`src/rtl/mips_ctrl_pkg.sv`:
```
// Shared encodings for the multicycle MIPS controller: FSM states, opcodes,
// ALU/PC select codes and the decoded control word.
package mips_ctrl_pkg;

   typedef enum logic [3:0] {
      S_FETCH, S_DECODE, S_MEMADR, S_MEMRD, S_MEMWB, S_MEMWR,
      S_RTEXEC, S_RTWB, S_BEQ, S_ADDIEXEC, S_ADDIWB, S_JUMP
   } state_e;

   localparam int unsigned STATE_BITS = $bits(state_e);

   localparam logic [5:0] OP_RTYPE = 6'b000000;
   localparam logic [5:0] OP_LW    = 6'b100011;
   localparam logic [5:0] OP_SW    = 6'b101011;
   localparam logic [5:0] OP_BEQ   = 6'b000100;
   localparam logic [5:0] OP_ADDI  = 6'b001000;
   localparam logic [5:0] OP_J     = 6'b000010;

   typedef enum logic [1:0] {ALUOP_ADD = 2'b00, ALUOP_SUB = 2'b01, ALUOP_FUNCT = 2'b10} aluop_e;
   typedef enum logic [1:0] {SRCB_B = 2'b00, SRCB_FOUR = 2'b01, SRCB_IMM = 2'b10, SRCB_IMMSH = 2'b11} alusrcb_e;
   typedef enum logic [1:0] {PCSRC_ALU = 2'b00, PCSRC_ALUOUT = 2'b01, PCSRC_JUMP = 2'b10} pcsrc_e;

   // wait_ready marks states whose pcwrite/irwrite/done only count once memory answers.
   typedef struct packed {
      logic     iord;
      logic     memwrite;
      logic     irwrite;
      logic     pcwrite;
      logic     branch;
      logic     regdst;
      logic     memtoreg;
      logic     regwrite;
      logic     alusrca;
      alusrcb_e alusrcb;
      pcsrc_e   pcsrc;
      aluop_e   aluop;
      logic     done;
      logic     wait_ready;
   } ctrl_t;

   function automatic logic is_legal_op(input logic [5:0] opc);
      return opc inside {OP_RTYPE, OP_LW, OP_SW, OP_BEQ, OP_ADDI, OP_J};
   endfunction

endpackage

```
`src/rtl/mc_ctrl_outdec.sv`:
```
// Pure state -> control-word decoder for the multicycle controller; no
// handshake or reset qualification happens here.
module mc_ctrl_outdec
   import mips_ctrl_pkg::*;
(
   input  state_e state_i,
   output ctrl_t  ctrl_o
);

   always_comb begin
      // NOTE: full default before the case so every field is driven on every path (no latches).
      ctrl_o         = '0;
      ctrl_o.alusrcb = SRCB_B;
      ctrl_o.pcsrc   = PCSRC_ALU;
      ctrl_o.aluop   = ALUOP_ADD;
      case (state_i)
         S_FETCH: begin
            ctrl_o.alusrcb    = SRCB_FOUR;
            ctrl_o.irwrite    = 1'b1;
            ctrl_o.pcwrite    = 1'b1;
            ctrl_o.wait_ready = 1'b1;
         end
         S_DECODE:   ctrl_o.alusrcb = SRCB_IMMSH;
         S_MEMADR: begin
            ctrl_o.alusrca = 1'b1;
            ctrl_o.alusrcb = SRCB_IMM;
         end
         S_MEMRD: begin
            ctrl_o.iord       = 1'b1;
            ctrl_o.wait_ready = 1'b1;
         end
         S_MEMWB: begin
            ctrl_o.memtoreg = 1'b1;
            ctrl_o.regwrite = 1'b1;
            ctrl_o.done     = 1'b1;
         end
         S_MEMWR: begin
            ctrl_o.iord       = 1'b1;
            ctrl_o.memwrite   = 1'b1;
            ctrl_o.done       = 1'b1;
            ctrl_o.wait_ready = 1'b1;
         end
         S_RTEXEC: begin
            ctrl_o.alusrca = 1'b1;
            ctrl_o.aluop   = ALUOP_FUNCT;
         end
         S_RTWB: begin
            ctrl_o.regdst   = 1'b1;
            ctrl_o.regwrite = 1'b1;
            ctrl_o.done     = 1'b1;
         end
         S_BEQ: begin
            ctrl_o.alusrca = 1'b1;
            ctrl_o.aluop   = ALUOP_SUB;
            ctrl_o.pcsrc   = PCSRC_ALUOUT;
            ctrl_o.branch  = 1'b1;
            ctrl_o.done    = 1'b1;
         end
         S_ADDIEXEC: begin
            ctrl_o.alusrca = 1'b1;
            ctrl_o.alusrcb = SRCB_IMM;
         end
         S_ADDIWB: begin
            ctrl_o.regwrite = 1'b1;
            ctrl_o.done     = 1'b1;
         end
         S_JUMP: begin
            ctrl_o.pcsrc   = PCSRC_JUMP;
            ctrl_o.pcwrite = 1'b1;
            ctrl_o.done    = 1'b1;
         end
         default: ;
      endcase
   end

endmodule

```
`src/rtl/mc_controller.sv`:
```
// Multicycle MIPS control FSM: state register, next-state logic, and the
// mem_ready / zero / reset qualification of the decoded control strobes.
module mc_controller
   import mips_ctrl_pkg::*;
#(
   parameter int unsigned STATE_W = 4
) (
   input  logic       clk,
   input  logic       rst_n,
   input  logic [5:0] op,
   input  logic       zero,
   input  logic       mem_ready,
   output logic       pcen,
   output logic       iord,
   output logic       memwrite,
   output logic       irwrite,
   output logic       regdst,
   output logic       memtoreg,
   output logic       regwrite,
   output logic       alusrca,
   output logic [1:0] alusrcb,
   output logic [1:0] pcsrc,
   output logic [1:0] aluop,
   output logic       instr_done
);

   logic [STATE_W-1:0] state_q;
   state_e             state;
   state_e             state_d;
   ctrl_t              ctrl;
   logic               rdy_ok;
   logic               illegal_dec;

   assign state = state_e'(state_q[STATE_BITS-1:0]);

   always_comb begin
      state_d = S_FETCH;
      case (state)
         S_FETCH:  state_d = mem_ready ? S_DECODE : S_FETCH;
         S_DECODE: begin
            case (op)
               OP_LW, OP_SW: state_d = S_MEMADR;
               OP_RTYPE:     state_d = S_RTEXEC;
               OP_BEQ:       state_d = S_BEQ;
               OP_ADDI:      state_d = S_ADDIEXEC;
               OP_J:         state_d = S_JUMP;
               default:      state_d = S_FETCH;
            endcase
         end
         S_MEMADR:   state_d = (op == OP_LW) ? S_MEMRD : S_MEMWR;
         S_MEMRD:    state_d = mem_ready ? S_MEMWB : S_MEMRD;
         S_MEMWR:    state_d = mem_ready ? S_FETCH : S_MEMWR;
         S_RTEXEC:   state_d = S_RTWB;
         S_ADDIEXEC: state_d = S_ADDIWB;
         default:    state_d = S_FETCH;
      endcase
   end

   // NOTE: state is sequential, so only non-blocking assignments here.
   always_ff @(posedge clk or negedge rst_n) begin
      if (!rst_n) state_q <= STATE_W'(S_FETCH);
      else        state_q <= STATE_W'(state_d);
   end

   mc_ctrl_outdec u_outdec (
      .state_i (state),
      .ctrl_o  (ctrl)
   );

   assign rdy_ok      = ~ctrl.wait_ready | mem_ready;
   assign illegal_dec = (state == S_DECODE) & ~is_legal_op(op);

   // Strobes are also gated by rst_n so a write in flight dies the instant reset falls.
   assign pcen       = rst_n & ((ctrl.pcwrite & rdy_ok) | (ctrl.branch & zero));
   assign irwrite    = rst_n & ctrl.irwrite & rdy_ok;
   assign memwrite   = rst_n & ctrl.memwrite;
   assign regwrite   = rst_n & ctrl.regwrite;
   assign instr_done = rst_n & ((ctrl.done & rdy_ok) | illegal_dec);

   assign iord     = ctrl.iord;
   assign regdst   = ctrl.regdst;
   assign memtoreg = ctrl.memtoreg;
   assign alusrca  = ctrl.alusrca;
   assign alusrcb  = ctrl.alusrcb;
   assign pcsrc    = ctrl.pcsrc;
   assign aluop    = ctrl.aluop;

endmodule

```
`config.mk`:
```
export PLATFORM = sky130hd
export DESIGN_NAME = mc_controller
export DESIGN_NICKNAME = d
export VERILOG_FILES = /design/src/rtl/mips_ctrl_pkg.sv /design/src/rtl/mc_ctrl_outdec.sv /design/src/rtl/mc_controller.sv
export SDC_FILE = /design/constraint.sdc
export NUM_CORES = 1
export LEC_CHECK = 0
export BUFFER_PORTS_ARGS = -buffer_cell sky130_fd_sc_hd__buf_2
export CAP_MARGIN = 20
export CORE_MARGIN = 4
export CORE_UTILIZATION = 36
export CTS_CLUSTER_SIZE = 12
export DETAILED_ROUTE_END_ITERATION = 16
export GPL_TIMING_DRIVEN = 0
export PLACE_DENSITY_LB_ADDON = 0.25
export SLEW_MARGIN = 5
export SYNTH_ARGS = -nofsm -noshare
export SYNTH_HDL_FRONTEND = slang
export SYNTH_SLANG_ARGS = --single-unit
export TNS_END_PERCENT = 5
```
`constraint.sdc`:
```
create_clock -name clk -period 1.3 [get_ports clk]
set_clock_uncertainty 0.1 [all_clocks]
set_input_delay 0.13 -clock clk [delete_from_list [all_inputs] [get_ports clk]]
set_output_delay 0.13 -clock clk [all_outputs]
set_load 0.01 [all_outputs]
```
### Word-level counts from Yosys, hierarchy flattened

Cells that the tools add are included.

| cells by class | value |
|---|---|
| bitwise logic cells | 15 |
| equal/unequal tests | 16 |
| multiplexer cells | 20 |
| reduce and logical (&&, ||, !) cells | 11 |

Operators with widths:

| cell | count |
|---|---|
| case mux 4 bit (7 select lines) | 1 |
| case mux 4 bit (5 select lines) | 1 |
| == test 4 x 3 -> 1 bit, second input constant | 4 |
| == test 4 bit, second input constant | 4 |
| == test 6 bit, second input constant | 2 |
| 2-to-1 mux 1 bit | 12 |
| bitwise AND 1 bit | 10 |
| 2-to-1 mux 3 bit | 3 |
| == test 4 x 2 -> 1 bit, second input constant | 2 |
| case mux 2 bit (2 select lines) | 2 |
| OR reduction 2 bit | 4 |
| == test 6 x 2 -> 1 bit, second input constant | 1 |
| == test 6 x 3 -> 1 bit, second input constant | 1 |
| == test 6 x 4 -> 1 bit, second input constant | 1 |
| logical NOT 6 bit | 1 |
| case mux 2 bit (3 select lines) | 1 |
| nonzero test 6 bit | 1 |
| OR reduction 3 bit | 2 |
| OR reduction 6 bit | 1 |
| == test 4 x 1 -> 1 bit, second input constant | 1 |
| logical NOT 4 bit | 1 |
| OR reduction 4 bit | 1 |
| OR 1 bit | 3 |
| inverter 1 bit | 2 |

| word-level totals | value |
|---|---|
| input port bits | 10 |
| register bits after elaboration | 4 |
| output and inout port bits | 15 |
| logic and storage cells | 63 |

### Longest topological paths before layout

Gate-level depths: netlist of the first run.

| depth | value |
|---|---|
| depth after elaboration | 8 |
| depth in mapped cells | 5 |
| gate-level depth less buffers | 4 |

### Hierarchy

From an unflattened synthesis of the first run, not the netlist that was laid out.

| second synthesis, totals | value |
|---|---|
| cells, all modules | 84 |
| area total of the unflattened synthesis | 614.3 µm² |

Modules (own cells, without submodules):

| module | area an instance (µm²) | seq. area each (µm²) | cells an instance | instances |
|---|---|---|---|---|
| mc_controller | 365.4 | 100.1 | 46 | 1 |
| mc_ctrl_outdec | 249.0 | 0.0 | 38 | 1 |

### Least setup slack after synthesis of the first run

No wires, ideal clock.

| path | value |
|---|---|
| path type | flip-flop to output port |
| from | register state_q[3], in the netlist state[3] |
| to | output port regwrite |
| arrival | 1143 ps |
| slack | -73 ps |
| cell stages (with the launch flop) | 5 |
| required time | 1070 ps |
| buffers on the path | 0 |
| cell sequence | dfrtp_1 -> nand2b_1 -> nor3_1 -> a21oi_1 -> nor2b_1 |

| between the ends | value |
|---|---|
| cells in the longest elaborated chain, start to end | 4 |
| elaborated cells on any way between the ends | 6 |
| those cells by class | 3 x eq/ne; 1 x mux; 1 x bitwise; 1 x reduce/logical |

Ends and longest elaborated chain:

| element | RTL line | text |
|---|---|---|
| from (decl) | mc_controller.sv:27 | `logic [STATE_W-1:0] state_q;` |
| from (signal assigned) | mc_controller.sv:61 | `if (!rst_n) state_q <= STATE_W'(S_FETCH);` |
| from (signal assigned) | mc_controller.sv:62 | `else state_q <= STATE_W'(state_d);` |
| == test 4 x 3 -> 1 bit / == test 4 bit (equally long branches) | mc_ctrl_outdec.sv:16 | `case (state_i)` |
| OR reduction 3 bit (no source line) * | -- |  |
| 2-to-1 mux 1 bit * | mc_ctrl_outdec.sv:16 |  |
| bitwise AND 1 bit * | mc_controller.sv:77 | `assign regwrite = rst_n & ctrl.regwrite;` |
| to (decl) | mc_controller.sv:19 | `output logic regwrite,` |

Mark *: on every way between the ends. The rest lies on a longest branch, timed or not.

### Final worst setup path of the first run

| path | value |
|---|---|
| from | register state_q[3], in the netlist state[3] |
| to | output port pcen |

| between the ends | value |
|---|---|
| cells in the longest elaborated chain, start to end | 8 |
| elaborated cells on any way between the ends | 16 |
| those cells by class | 4 x eq/ne; 3 x mux; 6 x bitwise; 3 x reduce/logical |

Ends and longest elaborated chain:

| element | RTL line | text |
|---|---|---|
| == test 4 x 2 -> 1 bit, or another cell as far along | mc_ctrl_outdec.sv:16 |  |
| OR reduction 3 bit (no source line) | -- |  |
| 2-to-1 mux 1 bit | mc_ctrl_outdec.sv:16 |  |
| inverter 1 bit | mc_controller.sv:70 | `assign rdy_ok = ~ctrl.wait_ready \| mem_ready;` |
| OR 1 bit | mc_controller.sv:70 |  |
| bitwise AND 1 bit | mc_controller.sv:74 | `assign pcen = rst_n & ((ctrl.pcwrite & rdy_ok) \| (ctrl.branch & zero));` |
| OR 1 bit * | mc_controller.sv:74 |  |
| bitwise AND 1 bit * | mc_controller.sv:74 |  |
| to (decl) | mc_controller.sv:13 | `output logic pcen,` |

Marks and branches as above.

==> summary.md, run 1 <==
| Metric | Value |
|---|---|
| Post-DP HPWL | 1215 um |
| Root Driver | clkbuf_4 |
| Vias | 739 |
| DRC Markers | 0 |
| Top cells by area, synth | dfrtp_1 (17%), nor3_1 (8.3%), buf_4 (6.2%) |
| Tcrit/Tclk final | 126.1% |
| Fin Setup TNS | -3.396 ns |
| Reg power frac | 20.2% |
| Final Max Tran Viols | 0 |
| Syn Area/Cell | 7.476 um^2 |
| Switching portion of total power | 38.33% |
| Post-layout min period | 1.639 ns |
| Async set-reset flop share out of synthesis | 100.0% |
| Hold crit path type | primary input to flop |
| R2r setup slk | -0.16 ns |
| Core area | 1541 um^2 |
| Yosys top cell area share | 16.53% |
| Final nets | 126 |
| # diodes | 0 |
| Num CTS Buffers | 3 |
| Hold EP | state[3] |
| Largest register FFs | 4 |
| Yosys reg bits | 4 |
| Hold WS | 0.1899 ns |
| Synth cell count leaders | nor3_1 (10), nor2b_1 (6), a21oi_1 (5), buf_4 (5), nor2_1 (5) |
| M1 WL | 727 um |
| Vias in the first global route | 644 |
| Startpoint Class | flop |
| Failing checks | negative setup slack |
| Drt first pass iters | 4 |
| Io pins | 25 |
| Status | complete, but fails checks |
| Met2 wire length | 877 um |
| Grt ovf | 0 |
| RR Startpoint | state[2] |
| Drt wl/cell | 13.55 um |
| Final Util | 60.39% |
| WHS Path Cells | 4 |
| VDD IR max | 455.5 uV |
| Die Height | 49.02 um |
| Worst Hold Launch | op[4] |
| Die Wd | 49.02 um |
| Post-synth cell types | 34 |
| CTS H-tree lvls | 1 |
| Initial DRC Count | 16 |
| Yosys top cell by area | dfrtp_1 |
| Required @ worst endpoint | 1.07 ns |
| Setup Viol. Count Final | 18 |
| DP Cell Count | 120 |
| Switching Power | 291.5 uW |
| Fin. Hold Viols | 0 |
| Top layer in use | met3 |
| Fmax | 610.2 MHz |
| Initial Util | 39.29% |
| CP Class | flop to output port |
| Clk_lat worst skew | 0.23 ns |
| Pint | 468.9 uW |
| Vias/cell | 5.685 |
| Normalized max-slew margin | 82.35% |
| Clock Power Share | 19.0% |
| DRT Wirelength | 1761 um |
| Largest net degree at the start of global routing | 11 |
| Max Root-Sink Buffers | 2 |
| CP endpoint kind | output port |
| WP data arrival | 1.41 ns |
| Mapped Area | 605.6 um^2 |
| CTS tree | done |
| Syn Inst Count | 81 |
| Layout area overhead | 53.72% |
| Cell Pwr Density | 816.9 nW/um^2 |
| First-pass GRT wire length | 2684 um |
| Initial antenna violation count | 0 |
| Reg2reg end | state[2] |
| Final instance area | 930.9 um^2 |
| Slew @ Worst Pin | 0.2627 ns |
| Synth warn | 0 |
| Fraction of layout cells with a size suffix above 1 | 54.39% |
| CTS sink count | 4 |
| Post-synthesis sequential area ratio | 16.53% |
| Leak | 0.0004476 uW |
| Port Buf Inserts | 23 |
| Crit path max fanout | 9 |
| Number of flops mapped to enable cells by yosys | 0 |
| Gate power share | 60.8% |
| Post-route worst setup slack | -0.3389 ns |
| Max Cap Violations | 0 |
| R2R depth | 5 |
| Most common cell in the netlist | nor3_1 |
| Top FF cell, synth | dfrtp_1 |
| Fin cells | 130 |
| GP Congestion | 0.7913 |
| Reg clk slew, reported paths | 0.03 ns |
| Met3 wire length | 155 um |
| Die area | 2402 um^2 |
| Row cnt | 14 |
| Overall track demand over capacity in global routing | 13.41% |
| Net Count, Synth | 91 |
| DRT antenna net count | 0 |
| RSZ-0062 raised after global routing | true |
| Post-Place Cell Area | 745.7 um^2 |
[per-stage QoR]
stage	total power [uW]	worst slack (ns)
floorplan	402.8	-0.04603
global placement	504.6	-0.2587
detailed placement	506.3	-0.2618
CTS	706.4	-0.3467
global route	824.8	-0.4399
finish	760.4	-0.3389
[layout make-up]
class	count	area, um^2
flip-flops and latches	4	102.6
repair buffers	30	177.7
fillers	141	610.6
plain buffers	6	71.32
inverters	1	6.256
multi-input cells	70	530.5
well taps	16	20.02
clock buffers	3	22.52
[logic make-up (layout without fill, tap and decap cells)]
kind of cell              Yosys count  count (layout)  synth area share, %
xor gates and xnor gates            3               3                4.340
muxes                               1               1                1.653
buffers and inverters               7              40                8.678
and+or+nand+nor                    44              44                41.94
AOI/OAI and AO/OA                  22              22                26.86
DFF                                 4               4                16.53
[power groups by stage]
stage / combinational [uW] / sequential (uW) / clock (uW)
2_1_floorplan: 253 / 149 / 0
3_3_place_gp: 353 / 152 / 0
3_5_place_dp: 354 / 152 / 0
4_1_cts: 403 / 153 / 151
5_1_grt: 502 / 155 / 167
6_report: 462 / 154 / 144
[metal layers]
layer	vias to the layer above	track usage (%)
met5	-	0
met4	0	2.691
met3	0	3.670
met2	32	24.35
met1	337	15.44
li1	370	-
[layout by cell type, fill, tap and decap left out, drive strengths merged, types with 2 or more instances in the layout]
cell type	count
a21oi	5
and3	5
buf	35
clkbuf	3
dfrtp	4
nand2	3
nand2b	4
nor2	6
nor2b	6
nor3	10
nor3b	2
nor4	2
o211ai	3
o21ai	7
xor2	2
[critical path: stages (launching register included)]
cell,delay (ns)
dfrtp_1,0.38
buf_6,0.18
a21oi_1,0.09
o31a_1,0.25
nor3b_2,0.14
buf_2,0.14
[repair_timing]
| action | in CTS | in global routing |
|---|---|---|
| resized for setup | 14 | 16 |
| pin swaps | 3 | 1 |
| endpoints found under the setup margin | 18 | 18 |
| hold endpoints to repair | 4 | 0 |
| setup buffers | 3 | 3 |
| hold buffers | 1 | 0 |
| gates cloned | 0 | 0 |
[how the worst max path moves through the flow]
| stage | start | endpoint | slack (ns) |
|---|---|---|---|
| detailed placement | state[1] | instr_done | -0.26 |
| global route | state[3] | pcen | -0.44 |
| CTS | state[3] | pcen | -0.35 |
| floorplan | state[0] | state[2] | -0.05 |
| finish | state[3] | pcen | -0.34 |
| global placement | state[1] | instr_done | -0.26 |
No activity file was read; power rests on OpenSTA's default activity.
==> run 2: changes to the inputs <==
--- a/config.mk
+++ b/config.mk
@@ -5,12 +5,12 @@
 export SDC_FILE = /design/constraint.sdc
 export NUM_CORES = 1
 export LEC_CHECK = 0
-export BUFFER_PORTS_ARGS = -buffer_cell sky130_fd_sc_hd__buf_2
 export CAP_MARGIN = 20
 export CORE_MARGIN = 4
 export CORE_UTILIZATION = 36
 export CTS_CLUSTER_SIZE = 12
 export DETAILED_ROUTE_END_ITERATION = 16
+export DONT_BUFFER_PORTS = 1
 export GPL_TIMING_DRIVEN = 0
 export PLACE_DENSITY_LB_ADDON = 0.25
 export SLEW_MARGIN = 5
==> run 2 against run 1 <==
  * The run still ends with negative setup slack left
  * Core utilization down 9.3 points
  * Clock-buffer cell count is the same
  * Critical path depth down 1
  * Register-to-register slack improved by 0.11 ns
  * Flip-flop and latch count unchanged
  * Global-route usage grew 0.13 points
  * Cell count is 19% lower
  * Sequential power barely moved
  * Wire length shrank 7.2%
  * Clock power hardly changed
  * Critical path type unchanged
  * Largest power group unchanged
==> summary.md, run 2 (synthesis results as in run 1) <==
| Metric | Value |
|---|---|
| Cell breakdown of the critical path | nor2b_1 > a21oi_1 > o31a_1 > nor3b_2 (was buf_6 > a21oi_1 > o31a_1 > nor3b_2 > buf_2) |
| Largest register FFs | 4 (unchanged) |
| Initial antenna violation count | 0 (unchanged) |
| Required @ worst endpoint | 1.07 ns (about the same) |
| Num CTS Buffers | 3 (unchanged) |
| Hold crit path type | primary input to asynchronous set/reset pin (was primary input to flop) |
| Cell Pwr Density | 851.1 nW/um^2 (was 816.9 nW/um^2) |
| Max Cap Violations | 0 (unchanged) |
| # diodes | 0 (unchanged) |
| Final Max Tran Viols | 0 (unchanged) |
| Tcrit/Tclk final | 120.7% (was 126.1%) |
| Normalized max-slew margin | 82.41% (was 82.35%) |
| Overall track demand over capacity in global routing | 13.53% (was 13.41%) |
| CP Class | flop to output port (unchanged) |
| Drt wl/cell | 15.56 um (was 13.55 um) |
| Io pins | 25 (unchanged) |
| CTS H-tree lvls | 1 (unchanged) |
| Fmax | 637.4 MHz (was 610.2 MHz) |
| Die area | 2402 um^2 (unchanged) |
| Initial Util | 39.29% (unchanged) |
| Die Wd | 49.02 um (unchanged) |
| Setup Viol. Count Final | 17 (was 18) |
| Area of the multi-input gates | 533.0 um^2 (was 530.5 um^2) |
| Drt first pass iters | 4 (unchanged) |
| Final nets | 101 (was 126) |
| CP endpoint kind | output port (unchanged) |
| RSZ-0062 raised after global routing | true (unchanged) |
| Startpoint Class | flop (unchanged) |
| CP max-delay cell | dfrtp_1 (unchanged) |
| Leak | 0.0003215 uW (was 0.0004476 uW) |
| Fin. Hold Viols | 0 (unchanged) |
| DRC Markers | 0 (unchanged) |
| Post-layout min period | 1.569 ns (was 1.639 ns) |
| Core area | 1541 um^2 (unchanged) |
| Power, Total | 670.9 uW (was 760.4 uW) |
| Vias | 646 (was 739) |
| Fill cells | 153 (was 141) |
| Largest net degree at the start of global routing | 11 (unchanged) |
| Die Height | 49.02 um (unchanged) |
| Max Root-Sink Buffers | 2 (unchanged) |
| Root Driver | clkbuf_4 (unchanged) |
| Fin Setup TNS | -2.163 ns (was -3.396 ns) |
| First-pass GRT wire length | 2670 um (was 2684 um) |
| CTS sink count | 4 (unchanged) |
| Reg clk slew, reported paths | 0.03 ns (about the same) |
| Fraction of layout cells with a size suffix above 1 | 42.70% (was 54.39%) |
| GP Congestion | 0.8202 (was 0.7913) |
| Register area | 102.6 um^2 (unchanged) |
| Port Buf Inserts | 0 (was 23) |
| Crit path max fanout | 3 (was 9) |
| Failing checks | negative setup slack (unchanged) |
| Post-DP HPWL | 1221 um (was 1215 um) |
| Commonest non-fill, non-tap cells in the layout | buf_6 (5), buf_4 (5), nor3_2 (5) (was buf_2 (23), nor3_1 (6), buf_6 (5), buf_4 (5), a21oi_1 (5)) |
| VDD IR max | 389.7 uV (was 455.5 uV) |
| Row cnt | 14 (unchanged) |
| CTS tree | done (unchanged) |
| Clk_lat worst skew | 0.23 ns (about the same) |
| Worst path max stage delay | 0.39 ns (was 0.38 ns) |
| DRT antenna net count | 0 (unchanged) |
| WP data arrival | 1.34 ns (was 1.41 ns) |
| Vias in the first global route | 608 (was 644) |
| Status | complete, but fails checks (unchanged) |
| Initial DRC Count | 11 (was 16) |
| Vias/cell | 6.152 (was 5.685) |
| Slew @ Worst Pin | 0.2619 ns (was 0.2627 ns) |
| DRT Wirelength | 1634 um (was 1761 um) |
| Layout area overhead | 30.17% (was 53.72%) |
| Grt ovf | 0 (unchanged) |
| Post-route worst setup slack | -0.2690 ns (was -0.3389 ns) |
## run 2: final cells by class
cell class / instances / share of cell area (%)
buffer: 6 / 8.095
multi-input combinational: 70 / 67.62
inverter: 1 / 0.7937
tap: 16 / 2.540
clock buffer: 3 / 2.857
sequential: 4 / 13.02
timing repair buffer: 5 / 5.079
## run 2: worst paths after layout
path / start / endpoint / slack, ns / cells past startpoint
min in group clk: op[4] / state[1] / 0.08 / 3
worst min register to register: state[1] / state[3] / 0.60 / 2
worst max register to register: state[2] / state[1] / -0.05 / 5
max in group asynchronous: rst_n / state[2] / 0.85 / 1
worst max-delay path: state[3] / pcen / -0.27 / 4
worst min-delay path: rst_n / state[0] / 0.07 / 1
## run 2: what timing repair did
item,in CTS,in global routing
endpoints found under the hold margin,4,0
pin swaps,4,1
endpoints found under the setup margin,18,18
hold buffers,1,0
buffers inserted,4,0
resized for setup,23,5
## run 2: critical path: cells and delay by family, from the launching register on
family	cells	cell delay (ns)
AND/OR/NAND/NOR	2	0.41
flip-flops	1	0.39
AO/OA/AOI/OAI	2	0.31
## run 2: power breakdown
group	switching, uW	total [uW]	internal (uW)
Sequential	15.2	155	140
Clock	44.1	147	103
Combinational	207	369	163
## run 2: stage by stage
step | utilization (%) | setup slack [ns] | cells | hold WS, ns | instance area [um^2]
after floorplan | - | -0.04603 | 81 | -0.2656 | 610.6
after global placement | 40.91 | -0.2010 | 97 | -0.2654 | 630.6
after detailed placement | 40.91 | -0.2199 | 97 | -0.2654 | 630.6
after CTS | 50.00 | -0.2901 | 105 | 0.06781 | 770.7
after global routing | 51.14 | -0.3991 | 105 | 0.07071 | 788.3
final | 51.14 | -0.2690 | 105 | 0.07074 | 788.3
## run 2: layer usage
metal,vias to the layer above,GRT usage [%],part of all wire [%]
met1,303,15.26,44
met4,0,2.691,0
met3,0,5.810,8.5
met2,22,23.48,48
met5,-,0,0
li1,321,-,-
==> run 3: changes to the inputs <==
--- a/config.mk
+++ b/config.mk
@@ -13,6 +13,7 @@
 export DONT_BUFFER_PORTS = 1
 export GPL_TIMING_DRIVEN = 0
 export PLACE_DENSITY_LB_ADDON = 0.25
+export SKIP_CTS_REPAIR_TIMING = 1
 export SLEW_MARGIN = 5
 export SYNTH_ARGS = -nofsm -noshare
 export SYNTH_HDL_FRONTEND = slang
==> run 3 against run 2 <==
  * The flow still finishes with violations (negative setup slack)
  * Critical path depth is the same
  * Fmax decreased by 1.1%
  * Wire length increased by 2.1%
  * Sequential share of layout area decreased by 0.57 points
  * Highest routed layer unchanged
  * Cell area grew 4.6%
  * Via count up 0.62%
  * Die area stayed put
  * Non-clock buffer count is the same
  * Register-to-register slack worse by 0.06 ns
  * Flip-flop and latch count did not move
  * Largest power group unchanged
  * Cell count unchanged
  * Critical endpoint unchanged
==> summary.md, run 3 (synthesis results as in run 1) <==
| Metric | Value |
|---|---|
| Max Cap Violations | 0 (unchanged) |
| Final Max Tran Viols | 0 (unchanged) |
| DP Cell Count | 97 (unchanged) |
| DRT Wirelength | 1669 um (was 1634 um) |
| Die Wd | 49.02 um (unchanged) |
| Pint | 422.4 uW (was 405.1 uW) |
| Initial antenna violation count | 0 (unchanged) |
| Met1 GRT Util | 14.86% (was 15.26%) |
| Drt wl/cell | 15.90 um (was 15.56 um) |
| VDD IR max | 375.6 uV (was 389.7 uV) |
| Fraction of layout cells with a size suffix above 1 | 43.82% (was 42.70%) |
| Startpoint Class | flop (unchanged) |
| CP Class | flop to output port (unchanged) |
| CTS tree | done (unchanged) |
| Switching portion of total power | 40.02% (was 39.62%) |
| Io pins | 25 (unchanged) |
| Normalized max-slew margin | 82.41% (about the same) |
| Clk_lat worst skew | 0.23 ns (about the same) |
| CP endpoint kind | output port (unchanged) |
| Fin. Hold Viols | 0 (unchanged) |
| Drt first pass iters | 4 (unchanged) |
| Overall track demand over capacity in global routing | 12.59% (was 13.53%) |
| Post-layout min period | 1.587 ns (was 1.569 ns) |
| RR Startpoint | state[2] (unchanged) |
| DRC Markers | 0 (unchanged) |
| Met2 GRT Util | 20.43% (was 23.48%) |
| Row cnt | 14 (unchanged) |
| Largest net degree at the start of global routing | 11 (unchanged) |
| WP data arrival | 1.36 ns (was 1.34 ns) |
| Layout area overhead | 36.16% (was 30.17%) |
| Die Height | 49.02 um (unchanged) |
| RSZ-0062 raised after global routing | true (unchanged) |
| CTS H-tree lvls | 1 (unchanged) |
| Slew @ Worst Pin | 0.2619 ns (about the same) |
| Post-route worst setup slack | -0.2867 ns (was -0.2690 ns) |
| First-pass GRT wire length | 2518 um (was 2670 um) |
| Vias/cell | 6.190 (was 6.152) |
| Tcrit/Tclk final | 122.1% (was 120.7%) |
| Cell Pwr Density | 854.1 nW/um^2 (was 851.1 nW/um^2) |
| Num CTS Buffers | 3 (unchanged) |
| Switching Power | 281.9 uW (was 265.8 uW) |
| Die area | 2402 um^2 (unchanged) |
| Required @ worst endpoint | 1.07 ns (about the same) |
| GR peak layer | met2 (unchanged) |
| Port Buf Inserts | 0 (unchanged) |
| Initial Util | 39.29% (unchanged) |
| Hold crit path type | primary input to asynchronous set/reset pin (unchanged) |
| # diodes | 0 (unchanged) |
| Crit path max fanout | 8 (was 3) |
| Core area | 1541 um^2 (unchanged) |
| Leak | 0.0003140 uW (was 0.0003215 uW) |
| Reg2reg end | state[1] (unchanged) |
| Root Driver | clkbuf_4 (unchanged) |
| Met3 Use GR | 6.116% (was 5.810%) |
| Reg clk slew, reported paths | 0.03 ns (about the same) |
| Status | complete, but fails checks (unchanged) |
| Post-DP HPWL | 1221 um (unchanged) |
| Reg power frac | 22.0% (was 23.1%) |
| CTS sink count | 4 (unchanged) |
| GP Congestion | 0.8202 (unchanged) |
| DRT antenna net count | 0 (unchanged) |
| Max Root-Sink Buffers | 2 (unchanged) |
| R2R depth | 5 (unchanged) |
| Failing checks | negative setup slack (unchanged) |
| Post-Place Cell Area | 630.6 um^2 (unchanged) |
| Clock Power Share | 20.8% (was 21.9%) |
| Setup Viol. Count Final | 18 (was 17) |
| Vias | 650 (was 646) |
| Vias in the first global route | 582 (was 608) |
| Fmax | 630.2 MHz (was 637.4 MHz) |
| Grt ovf | 0 (unchanged) |
| R2r setup slk | -0.11 ns (was -0.05 ns) |
| Largest register FFs | 4 (unchanged) |
| Initial DRC Count | 16 (was 11) |
| Gate power share | 57.2% (was 55.0%) |
| Commonest non-fill, non-tap cells in the layout | buf_4 (5), nor3_1 (5) (was buf_6 (5), buf_4 (5), nor3_2 (5)) |
| Final instance area | 824.5 um^2 (was 788.3 um^2) |
| Final nets | 101 (unchanged) |
| Fin cells | 105 (unchanged) |
==> run 3: worst max path at each step <==
stage | from | to | slack (ns) | cells after the start
5_1_grt | state[3] | regwrite | -0.41 | 4
6_report | state[3] | pcen | -0.29 | 4
3_5_place_dp | state[1] | instr_done | -0.22 | 3
2_1_floorplan | state[0] | state[2] | -0.05 | 5
4_1_cts | state[1] | instr_done | -0.47 | 3
3_3_place_gp | state[1] | state[2] | -0.20 | 4
==> run 3: final cells by class <==
type / instances / area (um^2)
fillers: 150 / 716.9
multi-input cells: 70 / 556.8
flip-flops and latches: 4 / 102.6
plain buffers: 6 / 63.81
repair buffers: 5 / 52.55
clock buffers: 3 / 22.52
well taps: 16 / 20.02
inverters: 1 / 6.256
==> run 3: worst max-delay path: stages (launching register included) <==
cell and delay [ns]:
dfrtp_1 0.38, buf_6 0.18, a21oi_2 0.06, o31a_1 0.25, nor3b_2 0.26
==> run 3: layer usage <==
layer	vias to the layer above	wire length, um
met5	-	0
met4	0	0
met3	0	111
met2	22	830
met1	308	726
li1	320	-
==> run 3: power by group through the flow <==
| stage | Clock, uW | Combinational [uW] | Sequential (uW) |
|---|---|---|---|
| 2_1_floorplan | 0 | 253 | 149 |
| 4_1_cts | 156 | 298 | 151 |
| 3_5_place_dp | 0 | 296 | 152 |
| 3_3_place_gp | 0 | 293 | 152 |
| 6_report | 146 | 403 | 155 |
| 5_1_grt | 177 | 437 | 156 |
==> run 3: per-stage QoR <==
stage	hold WS, ns	util [%]	TNS, ns	total power, uW	setup slack (ns)
after floorplan	-0.2656	-	-0.1327	402.8	-0.04603
after global placement	-0.2654	40.91	-1.064	445.3	-0.2010
after detailed placement	-0.2654	40.91	-1.213	448.8	-0.2199
after CTS	-0.5130	42.37	-4.242	605.0	-0.4741
after global routing	0.07071	53.49	-3.932	770.2	-0.4051
final	0.07161	53.49	-2.504	704.2	-0.2867
